<file path="config.mk">
export PLATFORM = sky130hd
export DESIGN_NAME = ex_stage
export DESIGN_NICKNAME = d
export VERILOG_FILES = /design/src/rtl/ex_stage_pkg.sv /design/src/rtl/ex_stage_div_unit.sv /design/src/rtl/ex_stage.sv
export SDC_FILE = /design/constraint.sdc
export NUM_CORES = 2
export LEC_CHECK = 0
export BUFFER_PORTS_ARGS = -buffer_cell sky130_fd_sc_hd__buf_2
export CAP_MARGIN = 0
export CORE_MARGIN = 2
export CORE_UTILIZATION = 39
export CTS_CLUSTER_SIZE = 30
export DETAILED_ROUTE_END_ITERATION = 7
export PLACE_DENSITY = 0.64
export SYNTH_ARGS = -nofsm -noshare
export SYNTH_HDL_FRONTEND = slang
export SYNTH_SLANG_ARGS = --single-unit
</file>
<file path="constraint.sdc">
create_clock -name clk_i -period 14 [get_ports clk_i]
set_input_delay 1.4 -clock clk_i [delete_from_list [all_inputs] [get_ports clk_i]]
set_output_delay 1.4 -clock clk_i [all_outputs]
set_load 0.005 [all_outputs]
</file>
<file path="src/rtl/ex_stage_pkg.sv">
// Shared types and constants for the execute stage and its iterative divider.
package ex_stage_pkg;

  localparam int XLEN = 32;

  typedef enum logic [4:0] {
    ALU_NONE, ALU_ADD, ALU_SUB, ALU_AND, ALU_OR, ALU_XOR,
    ALU_SLL, ALU_SRL, ALU_SRA, ALU_SLT, ALU_SLTU,
    ALU_MUL, ALU_MULH, ALU_MULHSU, ALU_MULHU,
    ALU_DIV, ALU_DIVU, ALU_REM, ALU_REMU,
    ALU_BEQ, ALU_BNE, ALU_BLT, ALU_BGE, ALU_BLTU, ALU_BGEU,
    ALU_JAL, ALU_JALR
  } ex_func;

  typedef enum logic { RS1_VALUE, RS1_PC } rs1_sel;
  typedef enum logic { RS2_VALUE, RS2_IMM } rs2_sel;
  typedef enum logic { WB_SRC_ALU, WB_SRC_MEM } wb_source_type;
  typedef enum logic { WB_PC_RESULT, WB_PC_NEXT } wb_pc_source_type;

  typedef enum logic [1:0] { DIV_IDLE, DIV_BUSY, DIV_DONE } div_state_t;

  localparam logic [XLEN-1:0] ZERO    = '0;
  localparam logic            DISABLE = 1'b0;

  function automatic logic is_div_func(input ex_func f);
    return f inside {ALU_DIV, ALU_DIVU, ALU_REM, ALU_REMU};
  endfunction

endpackage

</file>
<file path="src/rtl/ex_stage_div_unit.sv">
// Iterative radix-2 restoring divider: one quotient bit per cycle, with the
// divide-by-zero and signed-overflow cases resolved without iterating.
module div_unit
  import ex_stage_pkg::*;
#(
  parameter int XLEN = 32
) (
  input  logic            clk_i,
  input  logic            n_rst,
  input  logic            start,
  input  logic            signed_op,
  input  logic            rem_op,
  input  logic            flush,
  input  logic [XLEN-1:0] dividend,
  input  logic [XLEN-1:0] divisor,
  output logic            busy,
  output logic            done,
  output logic [XLEN-1:0] result
);

  localparam int              CW         = $clog2(XLEN + 1);
  localparam logic [CW-1:0]   COUNT_INIT = CW'(XLEN);
  localparam logic [CW-1:0]   COUNT_LAST = CW'(1);
  localparam logic [XLEN-1:0] MIN_INT    = {1'b1, {(XLEN-1){1'b0}}};

  div_state_t      state_q, state_d;
  logic [CW-1:0]   count_q, count_d;
  logic [XLEN-1:0] quot_q, quot_d, rem_q, rem_d, dsor_q, dsor_d;
  logic            neg_quot_q, neg_quot_d, neg_rem_q, neg_rem_d, rem_op_q, rem_op_d;

  logic            dividend_neg, divisor_neg, launch;
  logic [XLEN-1:0] dividend_mag, divisor_mag;
  logic [XLEN:0]   shifted, trial;

  assign dividend_neg = signed_op & dividend[XLEN-1];
  assign divisor_neg  = signed_op & divisor[XLEN-1];
  assign dividend_mag = dividend_neg ? -dividend : dividend;
  assign divisor_mag  = divisor_neg ? -divisor : divisor;
  // A new divide is never launched while reset is held, so stall stays low.
  assign launch       = start && !flush && n_rst;
  assign shifted      = {rem_q, quot_q[XLEN-1]};
  assign trial        = shifted - {1'b0, dsor_q};

  always_comb begin
    state_d    = state_q;
    count_d    = count_q;
    quot_d     = quot_q;
    rem_d      = rem_q;
    dsor_d     = dsor_q;
    neg_quot_d = neg_quot_q;
    neg_rem_d  = neg_rem_q;
    rem_op_d   = rem_op_q;
    case (state_q)
      DIV_IDLE: begin
        if (launch) begin
          rem_op_d = rem_op;
          if (divisor == '0) begin
            quot_d     = '1;
            rem_d      = dividend;
            neg_quot_d = 1'b0;
            neg_rem_d  = 1'b0;
            state_d    = DIV_DONE;
          end else if (signed_op && dividend == MIN_INT && divisor == '1) begin
            quot_d     = MIN_INT;
            rem_d      = '0;
            neg_quot_d = 1'b0;
            neg_rem_d  = 1'b0;
            state_d    = DIV_DONE;
          end else begin
            quot_d     = dividend_mag;
            rem_d      = '0;
            dsor_d     = divisor_mag;
            neg_quot_d = dividend_neg ^ divisor_neg;
            neg_rem_d  = dividend_neg;
            count_d    = COUNT_INIT;
            state_d    = DIV_BUSY;
          end
        end
      end
      DIV_BUSY: begin
        // Restoring step: keep the trial difference only if it did not borrow.
        if (trial[XLEN]) begin
          rem_d  = shifted[XLEN-1:0];
          quot_d = {quot_q[XLEN-2:0], 1'b0};
        end else begin
          rem_d  = trial[XLEN-1:0];
          quot_d = {quot_q[XLEN-2:0], 1'b1};
        end
        count_d = count_q - COUNT_LAST;
        if (count_q == COUNT_LAST) state_d = DIV_DONE;
      end
      DIV_DONE: state_d = DIV_IDLE;
      default:  state_d = DIV_IDLE;
    endcase
    if (flush) state_d = DIV_IDLE;
  end

  // NOTE: sequential state uses non-blocking assignments only, so every flop
  // samples the pre-edge values computed above.
  always_ff @(posedge clk_i or negedge n_rst) begin
    if (!n_rst) begin
      state_q    <= DIV_IDLE;
      count_q    <= '0;
      quot_q     <= '0;
      rem_q      <= '0;
      dsor_q     <= '0;
      neg_quot_q <= 1'b0;
      neg_rem_q  <= 1'b0;
      rem_op_q   <= 1'b0;
    end else begin
      state_q    <= state_d;
      count_q    <= count_d;
      quot_q     <= quot_d;
      rem_q      <= rem_d;
      dsor_q     <= dsor_d;
      neg_quot_q <= neg_quot_d;
      neg_rem_q  <= neg_rem_d;
      rem_op_q   <= rem_op_d;
    end
  end

  assign busy   = !flush && ((state_q == DIV_IDLE && launch) || state_q == DIV_BUSY);
  assign done   = !flush && state_q == DIV_DONE;
  assign result = rem_op_q ? (neg_rem_q ? -rem_q : rem_q)
                           : (neg_quot_q ? -quot_q : quot_q);

endmodule

</file>
<file path="src/rtl/ex_stage.sv">
// Execute stage: operand select, single-cycle ALU/MUL, branch resolution and
// an iterative divider that stalls the front end while it runs.
module ex_stage
  import ex_stage_pkg::*;
#(
  parameter int XLEN = 32
) (
  input  logic             clk_i,
  input  logic             n_rst,
  input  logic             flush_i,
  input  logic [XLEN-1:0]  pc_i,
  input  ex_func           func_i,
  input  rs1_sel           rs1_sel_i,
  input  rs2_sel           rs2_sel_i,
  input  logic [XLEN-1:0]  rs1_data_i,
  input  logic [XLEN-1:0]  rs2_data_i,
  input  logic [XLEN-1:0]  immediate_i,
  input  logic             memwrite_en_i,
  input  logic             memread_en_i,
  input  logic             wb_en_i,
  input  wb_source_type    wb_src_i,
  input  wb_pc_source_type wb_pc_src_i,
  output logic [XLEN-1:0]  result_o,
  output logic [XLEN-1:0]  store_data_o,
  output logic             branch_taken_o,
  output logic [XLEN-1:0]  branch_target_o,
  output logic             stall_o,
  output logic             memwrite_en_o,
  output logic             memread_en_o,
  output logic             wb_en_o,
  output wb_source_type    wb_src_o,
  output wb_pc_source_type wb_pc_src_o
);

  logic [XLEN-1:0]   opa, opb, div_result, jalr_sum;
  logic [4:0]        shamt;
  logic [2*XLEN-1:0] mul_a, mul_b, product;
  logic              div_done, branch_cond;

  assign opa   = (rs1_sel_i == RS1_PC) ? pc_i : rs1_data_i;
  assign opb   = (rs2_sel_i == RS2_IMM) ? immediate_i : rs2_data_i;
  assign shamt = opb[4:0];

  // One shared multiplier; the operand extension picks the signedness.
  assign mul_a   = (func_i == ALU_MULH || func_i == ALU_MULHSU)
                   ? {{XLEN{opa[XLEN-1]}}, opa} : {{XLEN{1'b0}}, opa};
  assign mul_b   = (func_i == ALU_MULH) ? {{XLEN{opb[XLEN-1]}}, opb} : {{XLEN{1'b0}}, opb};
  assign product = mul_a * mul_b;

  div_unit #(.XLEN(XLEN)) u_div (
    .clk_i     (clk_i),
    .n_rst     (n_rst),
    .start     (is_div_func(func_i)),
    .signed_op (func_i == ALU_DIV || func_i == ALU_REM),
    .rem_op    (func_i == ALU_REM || func_i == ALU_REMU),
    .flush     (flush_i),
    .dividend  (opa),
    .divisor   (opb),
    .busy      (stall_o),
    .done      (div_done),
    .result    (div_result)
  );

  // NOTE: every always_comb output gets a default first, so no latch is inferred.
  always_comb begin
    result_o = '0;
    case (func_i)
      ALU_ADD:    result_o = opa + opb;
      ALU_SUB:    result_o = opa - opb;
      ALU_AND:    result_o = opa & opb;
      ALU_OR:     result_o = opa | opb;
      ALU_XOR:    result_o = opa ^ opb;
      ALU_SLL:    result_o = opa << shamt;
      ALU_SRL:    result_o = opa >> shamt;
      ALU_SRA:    result_o = $signed(opa) >>> shamt;
      ALU_SLT:    result_o = {{(XLEN-1){1'b0}}, $signed(opa) < $signed(opb)};
      ALU_SLTU:   result_o = {{(XLEN-1){1'b0}}, opa < opb};
      ALU_MUL:    result_o = product[XLEN-1:0];
      ALU_MULH, ALU_MULHSU, ALU_MULHU: result_o = product[2*XLEN-1:XLEN];
      ALU_DIV, ALU_DIVU, ALU_REM, ALU_REMU: result_o = div_done ? div_result : '0;
      ALU_BEQ, ALU_BNE, ALU_BLT, ALU_BGE, ALU_BLTU, ALU_BGEU, ALU_JAL, ALU_JALR:
                  result_o = opa + opb;
      default:    result_o = '0;
    endcase
  end

  always_comb begin
    branch_cond = DISABLE;
    case (func_i)
      ALU_BEQ:  branch_cond = rs1_data_i == rs2_data_i;
      ALU_BNE:  branch_cond = rs1_data_i != rs2_data_i;
      ALU_BLT:  branch_cond = $signed(rs1_data_i) < $signed(rs2_data_i);
      ALU_BGE:  branch_cond = $signed(rs1_data_i) >= $signed(rs2_data_i);
      ALU_BLTU: branch_cond = rs1_data_i < rs2_data_i;
      ALU_BGEU: branch_cond = rs1_data_i >= rs2_data_i;
      ALU_JAL, ALU_JALR: branch_cond = 1'b1;
      default:  branch_cond = DISABLE;
    endcase
  end

  assign jalr_sum        = rs1_data_i + immediate_i;
  assign branch_target_o = (func_i == ALU_JALR) ? {jalr_sum[XLEN-1:1], 1'b0} : pc_i + immediate_i;
  assign branch_taken_o  = branch_cond && !stall_o;
  assign store_data_o    = rs2_data_i;

  assign memwrite_en_o = memwrite_en_i;
  assign memread_en_o  = memread_en_i;
  assign wb_en_o       = wb_en_i;
  assign wb_src_o      = wb_src_i;
  assign wb_pc_src_o   = wb_pc_src_i;

endmodule

</file>
==> flow_metrics.tcl <==
set metrics [dict create \
    worst_path_most_repeated_cell "fa_1" \
    route.detailed.drc 3 \
    max_freq_mhz 73.6 \
    gr-usage-met1 0.470 \
    grtUsageMet2 0.548 \
    synth.yosys.seq_area_share 0.0382 \
    syn_nets 10600 \
    critical_path.n_buffers_inverters 15 \
    placeableCoreArea_sq_mm 0.178 \
    timing.setup.tns_ps 0 \
    grt.busiest_layer "met2" \
    rsz0062_at_grt "no" \
    design.portCount 246 \
    status "finished, violations left" \
    drt_first_iter_violations 7036 \
    crit_required_ps 12600 \
    yosysUniqueCellTypes 89 \
    fin_crit_ps 13580 \
    port_buffers 235 \
    latest_clock_arrival_within_the_worst_skew_pair_ps 380 \
    cts_tree "done" \
    pin_count_of_the_biggest_net_entering_global_routing 87 \
    max-clock-path-buffers 2 \
    timing.clock.skew_ps 20.7 \
    worst-r2r-setup-slack_ps 9740 \
    place.gp.congestion 1.11 \
    firstDrtPassIters 8 \
    netlist.top_cell.by_area "fa_1" \
    synth_edf_count 0 \
    end_kind "output port" \
    violated_checks "design-rule violations" \
    h-tree-depth 3 \
    place_hpwl_microns 269000 \
    prevailing_post_synth_register_cell "dfrtp_1" \
    fillerInstances 17900 \
    setup.worst_path.start_class "input port" \
    drtAntennaViolNets 0 \
    synth_area_per_cell_sq_um 8.25 \
    vias_in_the_first_global_route 66000 \
    final_nets 10700 \
    synthDominantCellAreaShare 0.407 \
    cp_data_arrival_time_ps 12180 \
    timing.setup.critical_path_class "input port to output port" \
    numClockSinks 107 \
    timing.critical_path.slowest_stage_cell "o21ai_0" \
    synth_cells 8488 \
    die_h_microns 428 \
    num_vias 64600 \
    hold_viol_final 0 \
    ys_async_rst_share 1.00 \
    grt_usage 0.360 \
    drive_gt1_frac 0.0874 \
    drt-total-wl_microns 328000 \
    vias_per_cell 5.88 \
    final_min_period_over_clock_period 0.970 \
    holdCritPathClass "flip-flop to flip-flop" \
    area_growth_pct 8.50 \
    slew-limit-headroom 0.0727 \
    cts_made_buffers 9 \
    dieArea_sq_mm 0.183 \
    grt_antenna_before_repair 26 \
    final_max_slew_viol_count 0 \
    grt_overflow_total 0 \
    grtUsageMet3 0.0701 \
    path_delay_family "adder cells" \
    max_cap_violations 0 \
    number_of_placement_rows 155 \
    cts.clk_slew.worst_paths_ps 90 \
    ys_warn_count 0 \
    fp.dieW_microns 428 \
    route.detailed.wl_per_inst_microns 29.9 \
    setup_failing_eps_final 0 \
    worst_slew_pin_slew_ps 1390 \
    slowest_delay_ps 700 \
    synth.area.top_cells "fa_1 41%, ha_1 9.6%, inv_1 9.1%, nand2_1 5.8%, nor2_1 3.9%" \
    ys_seq_elements 107 \
    cts_root_buf "clkbuf_16" \
    grt_pass1_wl_microns 473000 \
    peak_fanout_along_the_critical_path 13 \
    initial_core_util 0.392 \
    netlist_area_sq_mm 0.0700 \
]
## stage by stage
stage / hold WS (ps) / std cells / setup WS [ps] / utilization / instance area [sq um]
after floorplan: 456 / 8488 / 1400 / - / 70000
after global placement: 477 / 11000 / 436 / 0.424 / 75600
after detailed placement: 485 / 11000 / 500 / 0.424 / 75600
after CTS: 502 / 11000 / 444 / 0.426 / 75900
after global routing: 529 / 11000 / 130 / 0.426 / 76000
final: 501 / 11000 / 419 / 0.426 / 76000
## repair_timing
item / CTS / global route
gates resized for setup: 0 / 2
endpoints found under the setup margin: 0 / 1
hold buffers: 0 / 0
buffers inserted: 0 / 0
## layer usage
layer	up-vias	routed length, microns
met4	14	26400
met2	3874	142000
met3	839	33900
met5	-	95
met1	32800	126000
li1	27000	-
## cells in the final DEF, fill, tap and decap left out, types with 106 or more instances in the layout
master,count
nand2_1,1076
buf_4,335
ha_1,537
mux2i_1,108
o21ai_0,300
inv_1,1695
a21oi_1,345
fa_1,1424
nor2_1,730
buf_2,233
dfrtp_1,106
xnor2_1,195
## kinds of logic after synthesis
family | share of synthesized area
fa+ha+maj | 0.503
compound gates | 0.133
simple gates | 0.139
buf+inv | 0.121
mux | 0.0278
xor+xnor | 0.0378
flops | 0.0382
## cell type report
class                      instances  area, sq um  area share
multi-input combinational       6174        59400       0.782
inverter                        1733         6500      0.0856
timing repair buffer             588         4080      0.0537
tap                             2355         2950      0.0388
sequential                       107         2680      0.0353
clock buffer                      10          229     0.00301
clock inverter                     6         55.1    0.000725
antenna                           12         30.0    0.000395
## cells in the mapped netlist, drive strengths merged (25+ instances only)
library cell and n:
xnor2 195, nand2b 31, ha 537, nand4 53
and3 27, or3 25, o2111ai 27, o31ai 59
o21bai 37, clkbuf 330, a21o 105, o211ai 68
nand2 1077, a221oi 40, xor2 97, inv 1716
mux2i 168, nand3 87, o21ai 357, fa 1424
nor3 103, a31oi 64, o22ai 28, dfrtp 107
buf 144, nor2b 29, a211oi 55, a21oi 346
nor4 34, a22oi 25, o21a 27, nor2 733
## path summary, 6_finish.rpt
path	start	end	cells after the start
worst min register to register	u_div.dsor_q[29]	u_div.dsor_q[29]	2
max in group asynchronous	n_rst	u_div.dsor_q[0]	2
min in group asynchronous	n_rst	u_div.rem_q[7]	1
worst max register to register	u_div.quot_q[31]	u_div.rem_q[14]	13
worst min-delay path	u_div.dsor_q[29]	u_div.dsor_q[29]	2
worst max-delay path	rs1_sel_i	result_o[27]	38
## state kept, by name (all words and copies together) (netlist names)
signal            flops
u_div.neg_rem_q       1
u_div.quot_q         32
u_div.rem_op_q        1
u_div.dsor_q         32
u_div.rem_q          32
u_div.count_q         6
u_div.state_q         2
u_div.neg_quot_q      1
## tightest hold or removal path, stage by stage, from the launching register on
cell	delay, ps
dfrtp_1	360
nand2_1	50
o21ai_1	60
Power is left out: the tool's default activity adds up to more than one toggle a clock period on the data nets, which glitch-free logic cannot reach.
